## src/rtl/m_sync_pkg.sv

```systemverilog
// -----------------------------------------------------------------------------
// m_sync_pkg
// Shared definitions for the M-sequence synchronizer:
//   - m_state_e      : acquisition / tracking FSM states
//   - M_WIN          : correlation window length (one full M-sequence period)
//   - M_DEFAULT_SEED : substitute seed used when an all-zero seed is supplied
//   - m_lfsr_next    : next state of the x^5+x^2+1 generator
//   - m_seed_fix     : maps the forbidden all-zero seed to M_DEFAULT_SEED
// -----------------------------------------------------------------------------
package m_sync_pkg;

  localparam int         M_WIN          = 31;
  localparam logic [4:0] M_DEFAULT_SEED = 5'b10101;

  typedef enum logic [2:0] {
    ST_IDLE = 3'd0,
    ST_CORR = 3'd1,
    ST_SLIP = 3'd2,
    ST_LOCK = 3'd3,
    ST_FAIL = 3'd4
  } m_state_e;

  // Fibonacci form of x^5+x^2+1: feedback s[0]^s[2] enters at the top bit,
  // the register shifts down, and the output chip is s[0].
  function automatic logic [4:0] m_lfsr_next(input logic [4:0] s);
    return {s[0] ^ s[2], s[4:1]};
  endfunction

  // The all-zero state is a lock-up state of the generator, so it is never
  // allowed to be loaded.
  function automatic logic [4:0] m_seed_fix(input logic [4:0] seed);
    return (seed == 5'b00000) ? M_DEFAULT_SEED : seed;
  endfunction

endpackage

```

## src/rtl/m_lfsr5.sv

```systemverilog
// -----------------------------------------------------------------------------
// m_lfsr5
// Seeded 5-bit M-code generator (x^5+x^2+1, period 31).
// Ports:
//   clk      in   system clock, rising edge
//   reset_n  in   asynchronous active-low reset (state returns to 5'b00000)
//   load     in   load seed (all-zero seed replaced by M_DEFAULT_SEED)
//   advance  in   step the generator by one chip (ignored while load is high)
//   seed     in   5-bit seed value
//   chip     out  current output chip (state bit 0)
// With load and advance both low the generator holds its phase.
// -----------------------------------------------------------------------------
module m_lfsr5
  import m_sync_pkg::*;
(
  input  logic       clk,
  input  logic       reset_n,
  input  logic       load,
  input  logic       advance,
  input  logic [4:0] seed,
  output logic       chip
);

  logic [4:0] lfsr_q;
  logic [4:0] lfsr_d;

  always_comb begin
    // NOTE: every always_comb output is given a default first so that no
    // path leaves it unassigned, which would otherwise infer a latch.
    lfsr_d = lfsr_q;
    if (load) begin
      lfsr_d = m_seed_fix(seed);
    end else if (advance) begin
      lfsr_d = m_lfsr_next(lfsr_q);
    end
  end

  // NOTE: state flops use non-blocking assignments so every flop samples the
  // pre-edge values regardless of block evaluation order.
  always_ff @(posedge clk or negedge reset_n) begin
    if (!reset_n) begin
      lfsr_q <= 5'b00000;
    end else begin
      lfsr_q <= lfsr_d;
    end
  end

  assign chip = lfsr_q[0];

endmodule

```

## src/rtl/m_sync_ctrl.sv

```systemverilog
// -----------------------------------------------------------------------------
// m_sync_ctrl
// Acquisition and tracking controller for the M-sequence synchronizer.
// Correlates the received chip stream against a local 5-bit M-code one
// 31-chip window at a time, slipping the local phase by one chip after each
// failed window until lock (>= THRESH agreements) or all 31 phases fail.
//
// Parameters:
//   THRESH       agreements per window needed for lock (16..31)
//   LOSS_THRESH  in LOCK, a window scoring below this is a miss
//   MISS_MAX     consecutive misses that drop lock (>= 1)
// Ports:
//   clk         in   system clock, rising edge
//   reset_n     in   asynchronous active-low reset
//   start       in   one-cycle pulse: load seed, restart acquisition (any state)
//   tx_seed     in   initial local M-code state (0 is replaced by 5'b10101)
//   rx_chip     in   received chip
//   chip_valid  in   qualifies rx_chip; one chip consumed per valid cycle
//   sync_flag   out  high while locked
//   busy        out  high while correlating, slipping or locked
//   fail        out  high after all phases were rejected
//   slip_cnt    out  slips performed since start
//   corr_cnt    out  agreement count of the last completed window
//   local_chip  out  current local chip
//
// Build option: define M_SYNC_TRACK_EN to enable loss-of-lock monitoring in
// LOCK. Without it LOCK is held until start or reset and the miss counter is
// not built.
// -----------------------------------------------------------------------------
module m_sync_ctrl
  import m_sync_pkg::*;
#(
  parameter int THRESH      = 28,
  parameter int LOSS_THRESH = 20,
  parameter int MISS_MAX    = 2
) (
  input  logic       clk,
  input  logic       reset_n,
  input  logic       start,
  input  logic [4:0] tx_seed,
  input  logic       rx_chip,
  input  logic       chip_valid,
  output logic       sync_flag,
  output logic       busy,
  output logic       fail,
  output logic [4:0] slip_cnt,
  output logic [5:0] corr_cnt,
  output logic       local_chip
);

  // Elaboration-time guard against nonsensical configurations.
  if (THRESH < 16 || THRESH > M_WIN || LOSS_THRESH < 0 || LOSS_THRESH > M_WIN ||
      MISS_MAX < 1) begin : g_bad_cfg
    $error("m_sync_ctrl: parameter out of range");
  end

  localparam logic [5:0] THRESH_C = 6'(THRESH);
  // Index of the last chip in a window; also the slip count at which every
  // phase has been tried once.
  localparam logic [4:0] LAST_IDX = 5'(M_WIN - 1);

  m_state_e   state_q, state_d;
  logic [4:0] win_q,   win_d;
  logic [5:0] agr_q,   agr_d;
  logic [4:0] slip_q,  slip_d;
  logic [5:0] corr_q,  corr_d;

  logic       lfsr_adv;
  logic       lfsr_chip;
  logic       chip_match;
  logic       win_last;
  logic [5:0] agr_next;

`ifdef M_SYNC_TRACK_EN
  localparam logic [5:0] LOSS_C = 6'(LOSS_THRESH);
  localparam int         MISS_W = (MISS_MAX > 1) ? $clog2(MISS_MAX + 1) : 1;
  localparam logic [MISS_W-1:0] MISS_C = MISS_W'(MISS_MAX);

  // miss_q never exceeds MISS_MAX-1, so miss_next always fits in MISS_W bits.
  logic [MISS_W-1:0] miss_q, miss_d, miss_next;
  assign miss_next = miss_q + 1'b1;
`endif

  // Local generator: loaded by start, stepped only on chips consumed while
  // correlating; the chip swallowed in SLIP leaves it holding.
  m_lfsr5 u_lfsr (
    .clk     (clk),
    .reset_n (reset_n),
    .load    (start),
    .advance (lfsr_adv),
    .seed    (tx_seed),
    .chip    (lfsr_chip)
  );

  assign chip_match = rx_chip ~^ lfsr_chip;
  assign agr_next   = agr_q + {5'd0, chip_match};
  assign win_last   = (win_q == LAST_IDX);

  always_comb begin
    state_d  = state_q;
    win_d    = win_q;
    agr_d    = agr_q;
    slip_d   = slip_q;
    corr_d   = corr_q;
    lfsr_adv = 1'b0;
`ifdef M_SYNC_TRACK_EN
    miss_d   = miss_q;
`endif

    if (start) begin
      // Restart wins over a simultaneous chip; that chip is not counted.
      state_d = ST_CORR;
      win_d   = '0;
      agr_d   = '0;
      slip_d  = '0;
`ifdef M_SYNC_TRACK_EN
      miss_d  = '0;
`endif
    end else if (chip_valid) begin
      case (state_q)
        ST_CORR, ST_LOCK: begin
          lfsr_adv = 1'b1;
          if (win_last) begin
            // Window complete: publish the score (including this chip) and
            // rearm the window counters for the next window.
            win_d  = '0;
            agr_d  = '0;
            corr_d = agr_next;
            if (state_q == ST_CORR) begin
              if (agr_next >= THRESH_C) begin
                state_d = ST_LOCK;
              end else if (slip_q == LAST_IDX) begin
                state_d = ST_FAIL;
              end else begin
                state_d = ST_SLIP;
              end
            end
`ifdef M_SYNC_TRACK_EN
            else if (agr_next < LOSS_C) begin
              if (miss_next >= MISS_C) begin
                // Drop lock but keep the generator phase: reacquisition
                // starts from where tracking was lost.
                state_d = ST_CORR;
                slip_d  = '0;
                miss_d  = '0;
              end else begin
                miss_d = miss_next;
              end
            end else begin
              miss_d = '0;
            end
`endif
          end else begin
            win_d = win_q + 5'd1;
            agr_d = agr_next;
          end
        end

        ST_SLIP: begin
          slip_d  = slip_q + 5'd1;
          state_d = ST_CORR;
        end

        default: begin
        end
      endcase
    end
  end

  always_ff @(posedge clk or negedge reset_n) begin
    if (!reset_n) begin
      state_q <= ST_IDLE;
      win_q   <= '0;
      agr_q   <= '0;
      slip_q  <= '0;
      corr_q  <= '0;
    end else begin
      state_q <= state_d;
      win_q   <= win_d;
      agr_q   <= agr_d;
      slip_q  <= slip_d;
      corr_q  <= corr_d;
    end
  end

`ifdef M_SYNC_TRACK_EN
  always_ff @(posedge clk or negedge reset_n) begin
    if (!reset_n) begin
      miss_q <= '0;
    end else begin
      miss_q <= miss_d;
    end
  end
`endif

  // All outputs decode registered state only.
  assign sync_flag  = (state_q == ST_LOCK);
  assign busy       = (state_q == ST_CORR) || (state_q == ST_SLIP) ||
                      (state_q == ST_LOCK);
  assign fail       = (state_q == ST_FAIL);
  assign slip_cnt   = slip_q;
  assign corr_cnt   = corr_q;
  assign local_chip = lfsr_chip;

endmodule

```

## config.mk

```make
export PLATFORM = sky130hd
export DESIGN_NAME = m_sync_ctrl
export DESIGN_NICKNAME = d
export VERILOG_FILES = /design/src/rtl/m_sync_pkg.sv /design/src/rtl/m_lfsr5.sv /design/src/rtl/m_sync_ctrl.sv
export SDC_FILE = /design/constraint.sdc
export NUM_CORES = 1
export LEC_CHECK = 0
export ABC_AREA = 1
export BUFFER_PORTS_ARGS = -buffer_cell sky130_fd_sc_hd__buf_2
export CAP_MARGIN = 25
export CORE_UTILIZATION = 50
export CTS_CLUSTER_DIAMETER = 120
export DETAILED_ROUTE_END_ITERATION = 8
export GPL_TIMING_DRIVEN = 0
export PLACE_DENSITY = 0.72
export SLEW_MARGIN = 20
export SYNTH_ARGS = -nofsm -noshare
export SYNTH_HDL_FRONTEND = slang
export SYNTH_SLANG_ARGS = --single-unit
```

## constraint.sdc

```tcl
create_clock -name clk -period 3.14 [get_ports clk]
set_input_delay 0 -clock clk [delete_from_list [all_inputs] [get_ports clk]]
set_output_delay 0 -clock clk [all_outputs]
set_load 0.02 [all_outputs]
```

# Yosys cells after proc, flatten, opt, wreduce, memory -nomap -nowiden
# Cells that the tools add are included.
# Widths: inputs -> output; s select.
dict set report op_classes {
  reduce_logical 13
  order_cmp 1
  eq_ne 8
  n_bitwise 3
  muxes 24
  add_sub_neg 3
}
# cell count
set ops {}
lappend ops {{$mux 5} 10}
lappend ops {{$mux 6} 4}
lappend ops {{$mux 3} 6}
lappend ops {{$add 5x1->5 const B} 2}
lappend ops {{$eq 5x5->1 const B} 2}
lappend ops {{$reduce_and 4->1} 2}
lappend ops {{$reduce_bool 2->1} 4}
lappend ops {{$add 6x1->6} 1}
lappend ops {{$eq 3x2->1 const B} 2}
lappend ops {{$ge 6x5->1 const B} 1}
lappend ops {{$ne 3x3->1 const B} 2}
lappend ops {{$pmux 3 s2} 1}
lappend ops {{$logic_not 5->1} 1}
lappend ops {{$reduce_and 2->1} 2}
lappend ops {{$eq 3x1->1 const B} 1}
lappend ops {{$eq 3x3->1 const B} 1}
lappend ops {{$mux 1} 3}
lappend ops {{$reduce_bool 3->1} 1}
lappend ops {{$logic_or 1x1->1} 2}
lappend ops {{$reduce_or 2->1} 1}
lappend ops {{$not 1->1} 1}
lappend ops {{$xnor 1x1->1} 1}
lappend ops {{$xor 1x1->1} 1}
dict set report totals {
  regBits 30
  inputBits 10
  output_inout_bits 15
  wordCells 58
}

# Logic depth before layout (Yosys ltp)
# Gate-level depths: netlist (run 1).
dict set report logic_depth {
  depth_word 9
  mapped_depth 11
  mapped_depth_nobuf 11
}

# Hierarchy
# Synthesis (run 1) repeated with hierarchy kept, for this count alone.
dict set report unflattened {
  cells_unflattened 207
  hier_area_um2 1634.1
}
# mod cells_each area_per_inst_um2 seq_area_each_um2 instances
set modules_own_cells {}
lappend modules_own_cells {m_sync_ctrl 163 1338.8 625.6 1}
lappend modules_own_cells {m_lfsr5 44 295.3 125.1 1}

# Worst setup path after synthesis (run 1)
# Ideal clock, no wire load.
dict set report synth_timing {
  path_kind {register to register}
  start {reg u_lfsr.lfsr_q[0]}
  end {reg state_q[2]}
  synth_period_minus_slack_ps 1623
  setup_ps 127
  t_arrival_ps 1496
  stages_incl_launch_ff 10
  path_slack_ps 1517
  required_ps 3013
  path_buffers 0
  path_cell_list {dfrtp_1 -> xnor2_1 -> ha_1 -> ha_1 -> nand2_1 -> nand2_1 -> nor2_1 -> nand2_1 -> nand3_1 -> o21ai_0}
}
dict set report synth_between {
  elab_chain_len 9
}
# element line
set synth_rtl {}
lappend synth_rtl {{start: declaration} m_lfsr5.sv:24} ;# logic [4:0] lfsr_q;
lappend synth_rtl {{start signal: assignment} m_lfsr5.sv:44} ;# lfsr_q <= lfsr_d;
lappend synth_rtl {{$xnor 1x1->1} m_sync_ctrl.sv:95} ;# assign chip_match = rx_chip ~^ lfsr_chip;
lappend synth_rtl {{$add 6x1->6} m_sync_ctrl.sv:96} ;# assign agr_next = agr_q + {5'd0, chip_match};
lappend synth_rtl {{$ge 6x5->1} m_sync_ctrl.sv:130} ;# if (agr_next >= THRESH_C) begin
lappend synth_rtl {{$mux 3} m_sync_ctrl.sv:130}
lappend synth_rtl {{$mux 3} m_sync_ctrl.sv:129} ;# if (state_q == ST_CORR) begin
lappend synth_rtl {{$mux 3} m_sync_ctrl.sv:123} ;# if (win_last) begin
lappend synth_rtl {{$pmux 3 s2} m_sync_ctrl.sv:120} ;# case (state_q)
lappend synth_rtl {{$mux 3} m_sync_ctrl.sv:119} ;# end else if (chip_valid) begin
lappend synth_rtl {{$mux 3} m_sync_ctrl.sv:110} ;# if (start) begin
lappend synth_rtl {{end signal: assignment} m_sync_ctrl.sv:178} ;# state_q <= state_d;
lappend synth_rtl {{end: declaration} m_sync_ctrl.sv:62} ;# m_state_e state_q, state_d;
# Every way passes these cells. The select of a mux whose other input is x is not followed.
# A chain may end at the register's enable or synchronous reset.

# Worst setup path after layout (run 1)
# Same ends and word-level chain as after synthesis.

==> results of run 1 <==
-- cell usage after synthesis (3+ instances only) --
| cell | count |
|---|---|
| sky130_fd_sc_hd__a21oi_1 | 4 |
| sky130_fd_sc_hd__dfrtp_1 | 30 |
| sky130_fd_sc_hd__ha_1 | 6 |
| sky130_fd_sc_hd__inv_1 | 24 |
| sky130_fd_sc_hd__nand2_1 | 42 |
| sky130_fd_sc_hd__nand2_2 | 8 |
| sky130_fd_sc_hd__nand3_1 | 8 |
| sky130_fd_sc_hd__nand4_1 | 3 |
| sky130_fd_sc_hd__nor2_1 | 24 |
| sky130_fd_sc_hd__o21ai_0 | 15 |
| sky130_fd_sc_hd__o21ai_2 | 5 |
| sky130_fd_sc_hd__o22ai_1 | 5 |
-- sequential cells by signal, summed over array words and instances, names as in the netlist --
register and flops:
state_q 3, slip_cnt 5, u_lfsr.lfsr_q 5, corr_cnt 6
agr_q 6, win_q 5
-- layer usage --
metal | share of wire | vias to the layer above
li1 | - | 719
met1 | 0.51 | 640
met2 | 0.45 | 19
met3 | 0.023 | 8
met4 | 0.020 | 0
met5 | 0 | -
-- report_power, final --
part           internal [mW]  switching (mW)
sequential             0.441          0.0558
combinational          0.114           0.200
clock                 0.0842           0.125
-- kinds of logic (layout without fill, tap and decap cells) --
group | after synthesis | count (layout) | share of synthesized area
compound gates | 37 | 37 | 0.141
flops | 30 | 30 | 0.459
fa+ha+maj | 6 | 6 | 0.0459
xor+xnor | 4 | 4 | 0.0214
buf+inv | 29 | 67 | 0.0765
simple gates | 92 | 92 | 0.256
-- cell usage in the layout, fill, tap and decap left out, drive strengths merged --
cell,n
ha,6
o31ai,1
dfrtp,30
buf,27
nor3b,1
clkbuf,7
inv,26
and3,1
o211ai,2
o21ai,21
o22ai,5
a21oi,5
a22oi,2
xor2,2
nand3,8
xnor2,2
nand4,3
nor3,2
nor2,26
dlygate4sd3,7
a31o,1
nand2,51
-- how the worst max path moves through the flow --
stage | start | end | slack (ns) | cells past startpoint
floorplan | u_lfsr.lfsr_q[0] | state_q[2] | 1.52 | 9
global placement | u_lfsr.lfsr_q[0] | state_q[1] | 1.43 | 10
detailed placement | u_lfsr.lfsr_q[0] | state_q[2] | 1.41 | 10
CTS | u_lfsr.lfsr_q[0] | state_q[2] | 1.39 | 10
global route | u_lfsr.lfsr_q[0] | state_q[2] | 1.25 | 10
finish | u_lfsr.lfsr_q[0] | state_q[2] | 1.40 | 10
-- layout make-up --
cell class	instances	area (um2)	area share
Multi-Input combinational cell	139	759	0.394
Timing Repair Buffer	31	190	0.0988
Buffer	3	27.5	0.0143
Sequential cell	30	751	0.390
Clock buffer	7	45.0	0.0234
Tap cell	44	55.1	0.0286
Inverter	26	97.6	0.0507
-- worst max-delay path, cell delays in order (launching register included) --
cell and delay, ns:
sky130_fd_sc_hd__dfrtp_1 0.43, sky130_fd_sc_hd__xnor2_1 0.18, sky130_fd_sc_hd__ha_1 0.24, sky130_fd_sc_hd__ha_1 0.18, sky130_fd_sc_hd__inv_1 0.04, sky130_fd_sc_hd__nand2_1 0.06, sky130_fd_sc_hd__nand2_1 0.09, sky130_fd_sc_hd__nor2_1 0.13
sky130_fd_sc_hd__nand2_1 0.09, sky130_fd_sc_hd__nand3_1 0.10, sky130_fd_sc_hd__o21ai_0 0.07
==> results by group, run 1 <==
Synth
  • Post-synth ARST share: 1.00
  • Post-Synthesis Mean Instance Area: slightly above 8 um2
  • Count of distinct cell types in the synthesized netlist: 29
  • Sequential area share after synthesis: 0.459
  • Post-synth net total: 214
  • FF+latch count, synth: 30
  • Total standard cell area after synthesis: 0.00164 mm2
  • Most area-consuming cells after synthesis: sky130_fd_sc_hd__dfrtp_1 46%, sky130_fd_sc_hd__nand2_1 9.6%, sky130_fd_sc_hd__inv_1 5.5%, sky130_fd_sc_hd__nor2_1 5.5%, sky130_fd_sc_hd__ha_1 4.6%
  • Warning count from the yosys run: 0
  • Leading area contributor after synthesis: sky130_fd_sc_hd__dfrtp_1
  • Count of mapped cells out of synthesis: 198
  • Synth top area share: 0.459
  • Count of flip-flops with a built-in enable after synthesis: 0
  • Predominant post-synthesis flop cell: sky130_fd_sc_hd__dfrtp_1

Timing
  • Final worst path period share: 0.553
  • Slew Limit Headroom: 0.550
  • Minimum setup slack in the final design: 1.40 ns
  • Min Clock Period, post-route: 1.74 ns
  • Highest attainable clock frequency: between 500 and 600 MHz
  • Worst Clk Skew: 0.00841 ns
  • Count of endpoints failing hold in the final timing report: 0
  • Measured slew at the worst slew-check pin: 0.675 ns
  • WHS: 0.0300 ns
  • Number of max-slew violations in the final report: 0
  • Final setup fails: 0
  • Setup total negative slack: 0 ns
  • Unrepaired setup endpoints after global routing: false

Setup path
  • R2R setup slack: 1.40 ns
  • Launch instance of the worst register-to-register path: u_lfsr.lfsr_q[0]
  • Max Fanout on Critical Path: 4
  • R2R depth: 10
  • Data arrival at the endpoint of the critical path: approximately 2 ns
  • Startpoint kind of the worst setup timing path: flip-flop
  • CP endpoint kind: flip-flop
  • Endpoint required time on the critical path: between 3 and 4 ns
  • Critical setup path kind: reg -> reg
  • Capturing point of the worst reg2reg path: state_q[2]

Power and ir drop
  • Areal power density over the cells: 530 mW/mm2
  • Maximum resistive drop on vdd: roughly 0.32 mV
  • Standby leakage power: 0.973 nW
  • Final Total Pwr: 1.02 mW

Clock tree
  • Number of gates resized after CTS: 0
  • H-tree lvl count: 2
  • Clock root cell: sky130_fd_sc_hd__clkbuf_4
  • Clock transition at the registers of the reported paths: about 0.09 ns
  • Clock tree from TritonCTS: done
  • Number of buffers added by the clock tree synthesis step: 5
  • Hold buffer count at CTS: 7
  • Max clock buf depth: 2
  • Num Clock Sinks: 30
  • Buffers inserted during post-CTS setup optimization: 0
  • Clock Latency Late Sink: 0.33 ns

Outcome
  • Result of the run: finished, final reports clean

Detailed routing
  • Number of antenna-violating nets in the routed design: 0
  • Violation count after the first detailed-route iteration: 74
  • Total via count in the routed design: 1386
  • First-pass iteration count of the detailed router: 4
  • Vias per cell: 4.95
  • Per-cell routed wire length: 11.4 um
  • Drc violations: 0
  • DRT Wirelength: 3200 um

Finish
  • Fin area: a little under 0.002 mm2
  • Utilization after layout: 0.626
  • Share of layout cells above drive strength 1: 0.225
  • Number of nets in the final layout: 252
  • Fill cell instance count of the final layout: 293
  • Non-filler cells in the finished layout: 280
  • Area Growth Syn to Fin: 17.8%
  • Antenna Cells: 0

Die
  • Core Footprint: 0.00308 mm2
  • Total I/O pin count: 25
  • Die extent in x: ~59 um
  • Effective utilization at floorplan: 0.531
  • Overall die height: 59.2 um
  • Count of standard-cell rows: 20
  • Overall die area: 0.00350 mm2

GRT
  • Gr usage total: 0.217
  • Met3 global-route usage: 0.0459
  • Number of global-route vias before repair: between 1000 and 1500
  • Overflow left after global routing: 0
  • Wire length of the first global-routing pass: 5600 um
  • Number of antenna violations at the first check in global routing: 0
  • Global routing met1 resource utilization: 0.277
  • Maximum number of pins on one net before global-route repair: 31
  • Busiest grt layer: met2
  • Global routing met2 resource utilization: 0.347

Hold path
  • Hold path cells: 5
  • Hold EP: u_lfsr.lfsr_q[4]
  • Hold/Removal Path Class: in -> reg
  • Worst Min Path Start: tx_seed[4]

Place
  • Port-buffer cells: 24
  • Final estimated routing congestion in global placement: a little under 0.8
  • Post-placement setup slack: 1.41 ns
  • Placed cell count: 266
  • HPWL after DPL: 2310 um
  • Area post-placement: approximately 0.0018 mm2

Flow run
  • Number of max-capacitance violations reported: 0
No activity file was read; power rests on OpenSTA's default activity.
==> inputs of run 2 (changes only) <==
- PLACE_DENSITY: 0.72 -> 0.74
- clock period: 3.14 -> 1.39 ns (I/O delays scaled with it)
==> run 2 against run 1 <==
Net effect: the run now ends with setup timing left; final cell count rose by 3.2%; die area did not move; worst hold slack got worse by 0.0015 ns; clock power rose to 3.2 times the previous value; global-route usage is 0.19 points lower; clock skew fell by 0.0027 ns; total power grew to 2.6 times the previous value; sequential power increased by 130%; sequential share of layout area decreased by 4.4 points.
==> results by group, run 2 (same netlist as run 1, synthesis figures left out) <==
Outcome
  • Result of the run: finished with violations
  • Failing checks: setup timing

Finish
  • Share of layout cells above drive strength 1: 0.359
  • Multi-input gate area in the final layout: 896 um2
  • Fill cell instance count of the final layout: 250
  • Area Growth Syn to Fin: 32.9%
  • Number of nets in the final layout: 260
  • Commonest non-fill, non-tap cell in the layout: sky130_fd_sc_hd__nand2_1
  • Non-filler cells in the finished layout: between 200 and 300
  • Most used cells in the layout excluding fill and tap cells: 37 x sky130_fd_sc_hd__nand2_1, 29 x sky130_fd_sc_hd__dfrtp_1, 25 x sky130_fd_sc_hd__buf_2, 22 x sky130_fd_sc_hd__inv_1, 20 x sky130_fd_sc_hd__nor2_1
  • Utilization after layout: 0.706
  • Register cell area after layout: around 750 um2
  • Antenna Cells: 0

Setup path
  • Critical setup path kind: reg -> reg
  • Endpoint required time on the critical path: 1.62 ns
  • Data arrival at the endpoint of the critical path: 1.80 ns
  • Startpoint kind of the worst setup timing path: flip-flop
  • Max Fanout on Critical Path: 3
  • Count of buffer and inverter cells on the critical path: 1
  • Slowest cell on the critical path: sky130_fd_sc_hd__dfrtp_2
  • Critical path's top delay family: flip-flops
  • CP endpoint kind: flip-flop
  • Cell breakdown of the critical path: xnor2_2, ha_4, ha_4, inv_2, nand2_2, nand2_2, nor2_1, nand2_1, nand3_2, o21ai_1
  • Largest stage delay on the critical path: 0.43 ns

Detailed routing
  • Per-cell routed wire length: 12.2 um
  • Violation count after the first detailed-route iteration: 67
  • Number of antenna-violating nets in the routed design: 0
  • DRT Wirelength: 3540 um
  • Drc violations: 0
  • First-pass iteration count of the detailed router: 4
  • Vias per cell: about 5.0
  • Total via count in the routed design: about 1400

Flow run
  • Number of max-capacitance violations reported: 0

GRT
  • Number of antenna violations at the first check in global routing: 0
  • Wire length of the first global-routing pass: about 5400 um
  • Number of global-route vias before repair: 1249
  • Overflow left after global routing: 0
  • Maximum number of pins on one net before global-route repair: 31
  • Gr usage total: 0.215

Timing
  • Minimum setup slack in the final design: -0.172 ns
  • Setup total negative slack: -1.22 ns
  • Number of max-slew violations in the final report: 0
  • Worst Clk Skew: between 0.005 and 0.006 ns
  • Slew Limit Headroom: 0.559
  • Highest attainable clock frequency: roughly 640 MHz
  • Final worst path period share: 1.12
  • Min Clock Period, post-route: ~1.6 ns
  • Count of endpoints failing hold in the final timing report: 0
  • Measured slew at the worst slew-check pin: between 0.6 and 0.7 ns
  • Final setup fails: 9
  • Unrepaired setup endpoints after global routing: true

Die
  • Effective utilization at floorplan: 0.531
  • Overall die area: 0.00350 mm2
  • Total I/O pin count: 25
  • Overall die height: 59.2 um
  • Count of standard-cell rows: 20
  • Core Footprint: 0.00308 mm2
  • Die extent in x: between 50 and 60 um

Power and ir drop
  • Switching share of power: 0.362
  • Areal power density over the cells: between 1000 and 1500 mW/mm2
  • Cell-internal power: approximately 1.7 mW
  • Maximum resistive drop on vdd: 0.718 mV
  • Switching component of the power: 944 uW
  • Part of the power in registers: 0.433
  • Clock network fraction of total power: 0.256
  • Comb power frac: 0.312
  • Standby leakage power: 1.08 nW

Place
  • Final estimated routing congestion in global placement: 0.798
  • Placed cell count: 266
  • Post-placement setup slack: -0.269 ns
  • Port-buffer cells: 24
  • HPWL after DPL: 2230 um

Hold path
  • Hold/Removal Path Class: in -> reg

Clock tree
  • Num Clock Sinks: 30
  • H-tree lvl count: 2
  • Number of buffers added by the clock tree synthesis step: 5
  • Max clock buf depth: 2
  • Clock Latency Late Sink: 0.34 ns
  • Clock root cell: sky130_fd_sc_hd__clkbuf_4
  • Clock transition at the registers of the reported paths: 0.10 ns
  • Clock tree from TritonCTS: done
==> run 2: per-layer routing <==
metal  GRT usage  up-vias  share of wire
li1            -      742              -
met5           0        -              0
met4      0.0918        0          0.016
met2       0.340       18           0.49
met3      0.0721        5          0.031
met1       0.269      675           0.46
==> run 2: path summary, 6_finish.rpt <==
check	cells past startpoint	start	endpoint	slack, ns
min in group asynchronous	2	reset_n	corr_cnt[1]	0.22
worst max-delay path	10	u_lfsr.lfsr_q[0]	state_q[2]	-0.17
worst min-delay path	5	tx_seed[4]	u_lfsr.lfsr_q[4]	0.03
worst min register to register	2	corr_cnt[3]	corr_cnt[3]	0.49
max in group asynchronous	2	reset_n	u_lfsr.lfsr_q[0]	0.70
worst max register to register	10	u_lfsr.lfsr_q[0]	state_q[2]	-0.17
==> run 2: worst register-to-register path, cell delays in order, from the launching register on <==
cell and delay, ns:
sky130_fd_sc_hd__dfrtp_2 0.43, sky130_fd_sc_hd__xnor2_2 0.20, sky130_fd_sc_hd__ha_4 0.20, sky130_fd_sc_hd__ha_4 0.15
sky130_fd_sc_hd__inv_2 0.04, sky130_fd_sc_hd__nand2_2 0.06, sky130_fd_sc_hd__nand2_2 0.05, sky130_fd_sc_hd__nor2_1 0.09
sky130_fd_sc_hd__nand2_1 0.10, sky130_fd_sc_hd__nand3_2 0.08, sky130_fd_sc_hd__o21ai_1 0.07
==> run 2: area by class of cell <==
cell class | count | share of cell area
Multi-Input combinational cell | 139 | 0.412
Inverter | 26 | 0.0449
Sequential cell | 30 | 0.346
Timing Repair Buffer | 39 | 0.119
Buffer | 3 | 0.0167
Clock buffer | 8 | 0.0363
Tap cell | 44 | 0.0253
==> run 2: timing repair <==
action	4_1_cts	5_1_grt
pin swaps	9	13
hold buffers	7	0
gates resized for setup	13	21
endpoints found under the setup margin	15	20
buffers inserted	2	6
endpoints found under the hold margin	38	0
==> run 2: metrics by stage <==
stage | power (mW) | hold slack (ns) | instance area, um2
2_1_floorplan | 1.63 | -0.296 | 1660
3_3_place_gp | 1.82 | 0.0669 | 1830
3_5_place_dp | 1.83 | 0.0697 | 1830
4_1_cts | 2.54 | 0.0180 | 2040
5_1_grt | 2.78 | 0.0574 | 2170
6_report | 2.61 | 0.0285 | 2170
==> run 2: power by group through the flow <==
| stage | Clock [mW] | Sequential [mW] | Combinational (mW) |
|---|---|---|---|
| 2_1_floorplan | 0 | 1.16 | 0.470 |
| 3_3_place_gp | 0 | 1.14 | 0.683 |
| 3_5_place_dp | 0 | 1.14 | 0.696 |
| 4_1_cts | 0.682 | 1.12 | 0.740 |
| 5_1_grt | 0.717 | 1.15 | 0.915 |
| 6_report | 0.667 | 1.13 | 0.814 |
==> inputs of run 3 (changes only) <==
- CORE_ASPECT_RATIO: default -> 2
==> run 3 against run 2 <==
Net effect: highest routed layer unchanged; final cell count down 7.3%; critical path depth unchanged; critical path type unchanged; worst setup slack better by 0.023 ns; the run still ends with setup timing left; cell area down 5.9%; die area up 0.40%; routed wire length down 1.6%; sequential cell count unchanged; largest cell class unchanged; sequential share of layout area up 2.2 points.
==> results by group, run 3 (same netlist as run 1, synthesis figures left out) <==
Outcome
  • Result of the run: finished with violations
  • Failing checks: setup timing

Setup path
  • Max Fanout on Critical Path: 3
  • Startpoint kind of the worst setup timing path: flip-flop
  • Endpoint required time on the critical path: ~1.6 ns
  • Data arrival at the endpoint of the critical path: 1.71 ns
  • Critical setup path kind: reg -> reg
  • R2R setup slack: -0.15 ns
  • Worst setup startpoint: u_lfsr.lfsr_q[0]
  • CP endpoint kind: flip-flop
  • Launch instance of the worst register-to-register path: u_lfsr.lfsr_q[0]

Timing
  • Slew Limit Headroom: 0.553
  • Unrepaired setup endpoints after global routing: true
  • Min Clock Period, post-route: ~1.5 ns
  • Final setup fails: 5
  • Measured slew at the worst slew-check pin: 0.670 ns
  • Final worst path period share: 1.11
  • Number of max-slew violations in the final report: 0
  • Highest attainable clock frequency: 650 MHz
  • Worst Clk Skew: 0.00664 ns
  • Minimum setup slack in the final design: -0.149 ns
  • Count of endpoints failing hold in the final timing report: 0

Detailed routing
  • Total via count in the routed design: about 1400
  • Vias per cell: 5.30
  • DRT Wirelength: 3480 um
  • Number of antenna-violating nets in the routed design: 0
  • Violation count after the first detailed-route iteration: 10
  • Drc violations: 0
  • First-pass iteration count of the detailed router: 4
  • Per-cell routed wire length: 13.0 um

Clock tree
  • H-tree lvl count: 2
  • Number of buffers added by the clock tree synthesis step: 5
  • Clock Latency Late Sink: approximately 0.28 ns
  • Clock tree from TritonCTS: done
  • Num Clock Sinks: 30
  • Clock root cell: sky130_fd_sc_hd__clkbuf_8
  • Clock transition at the registers of the reported paths: 0.06 ns
  • Max clock buf depth: 2

Finish
  • Commonest non-fill, non-tap cell in the layout: sky130_fd_sc_hd__nand2_1
  • Multi-input gate area in the final layout: 855 um2
  • Area Growth Syn to Fin: 25.1%
  • Share of layout cells above drive strength 1: 0.338
  • Non-filler cells in the finished layout: 268
  • Most used cells in the layout excluding fill and tap cells: 36 x sky130_fd_sc_hd__nand2_1, 29 x sky130_fd_sc_hd__dfrtp_1, 25 x sky130_fd_sc_hd__buf_2, 22 x sky130_fd_sc_hd__inv_1, 19 x sky130_fd_sc_hd__nor2_1
  • Fill cell instance count of the final layout: 285
  • Number of nets in the final layout: 252
  • Antenna Cells: 0
  • Register cell area after layout: between 700 and 800 um2

Power and ir drop
  • Standby leakage power: 1.01 nW
  • Areal power density over the cells: 1280 mW/mm2
  • Final Total Pwr: ~2.6 mW
  • Maximum resistive drop on vdd: roughly 1.2 mV

Die
  • Overall die area: roughly 0.0035 mm2
  • Total I/O pin count: 25
  • Die extent in x: roughly 42 um
  • Count of standard-cell rows: 29
  • Overall die height: ~83 um
  • Core Footprint: around 0.0032 mm2
  • Effective utilization at floorplan: 0.518

Hold path
  • Hold/Removal Path Class: in -> reg
  • Worst Min Path Start: tx_seed[1]

Place
  • Final estimated routing congestion in global placement: 0.811
  • Port-buffer cells: 24
  • Placed cell count: roughly 250
  • Post-placement setup slack: -0.287 ns
  • HPWL after DPL: 2490 um

GRT
  • Gr usage total: 0.224
  • Maximum number of pins on one net before global-route repair: 31
  • Overflow left after global routing: 0
  • Number of global-route vias before repair: 1412
  • Wire length of the first global-routing pass: 5900 um
  • Number of antenna violations at the first check in global routing: 0

Flow run
  • Number of max-capacitance violations reported: 0
-- run 3: changes by cell type in the layout (fill, tap and decap cells not counted), moves of 3 or more --
| cell | before | now |
|---|---|---|
| sky130_fd_sc_hd__buf_4 | 6 | 3 |
| sky130_fd_sc_hd__dlygate4sd3_1 | 7 | 3 |
| sky130_fd_sc_hd__nand2_2 | 10 | 13 |
| sky130_fd_sc_hd__clkbuf_8 | 3 | 6 |
| sky130_fd_sc_hd__o21ai_1 | 2 | 5 |
| sky130_fd_sc_hd__clkbuf_4 | 5 | 0 |
-- run 3: metrics by stage --
stage           util  area [um2]  setup TNS (ns)  hold slack [ns]
2_1_floorplan      -        1660          -0.442           -0.296
3_3_place_gp   0.575        1820          -0.912           0.0790
3_5_place_dp   0.575        1820           -1.11           0.0825
4_1_cts        0.630        1990          -0.562          0.00989
5_1_grt        0.648        2050           -1.20           0.0369
6_report       0.648        2050          -0.463           0.0149
-- run 3: routing by layer --
layer  vias up  part of all wire  global-route usage
met5         -                 0                   0
met4         0             0.038               0.151
met3        11             0.034              0.0630
met2        29              0.54               0.372
met1       659              0.39               0.235
li1        722                 -                   -
-- run 3: repair_timing --
action                                  4_1_cts  5_1_grt
endpoints found under the hold margin        32        0
buffers inserted                              2        2
hold buffers                                  3        0
resized for setup                            13       11
endpoints found under the setup margin       11       19
pin swaps                                     7        8
-- run 3: layout make-up --
cell class                 count  share of cell area
clock buffer                   7              0.0422
multi-input combinational    139               0.418
buffer                         3              0.0135
tap                           31              0.0190
timing repair buffer          31              0.0899
inverter                      26              0.0477
clock inverter                 1             0.00245
sequential                    30               0.368
-- run 3: final timing paths --
kind | to | cells after the start
worst max-delay path | state_q[2] | 10
worst min-delay path | u_lfsr.lfsr_q[1] | 3
worst max register to register | state_q[2] | 10
worst min register to register | corr_cnt[2] | 2
max in group asynchronous | u_lfsr.lfsr_q[0] | 2
min in group asynchronous | u_lfsr.lfsr_q[4] | 2
-- run 3: power breakdown --
group	internal [mW]	total (mW)	switching (mW)
combinational	0.300	0.770	0.471
clock	0.399	0.723	0.325
sequential	1.00	1.12	0.124
total	1.70	2.62	0.920
-- run 3: worst max-delay path: stages (launching register included) --
cell and delay, ns:
sky130_fd_sc_hd__dfrtp_2 0.43, sky130_fd_sc_hd__xnor2_2 0.18, sky130_fd_sc_hd__ha_4 0.19, sky130_fd_sc_hd__ha_4 0.14
sky130_fd_sc_hd__inv_2 0.03, sky130_fd_sc_hd__nand2_2 0.05, sky130_fd_sc_hd__nand2_2 0.06, sky130_fd_sc_hd__nor2_2 0.12
sky130_fd_sc_hd__nand2_2 0.07, sky130_fd_sc_hd__nand3_2 0.08, sky130_fd_sc_hd__o21ai_1 0.06
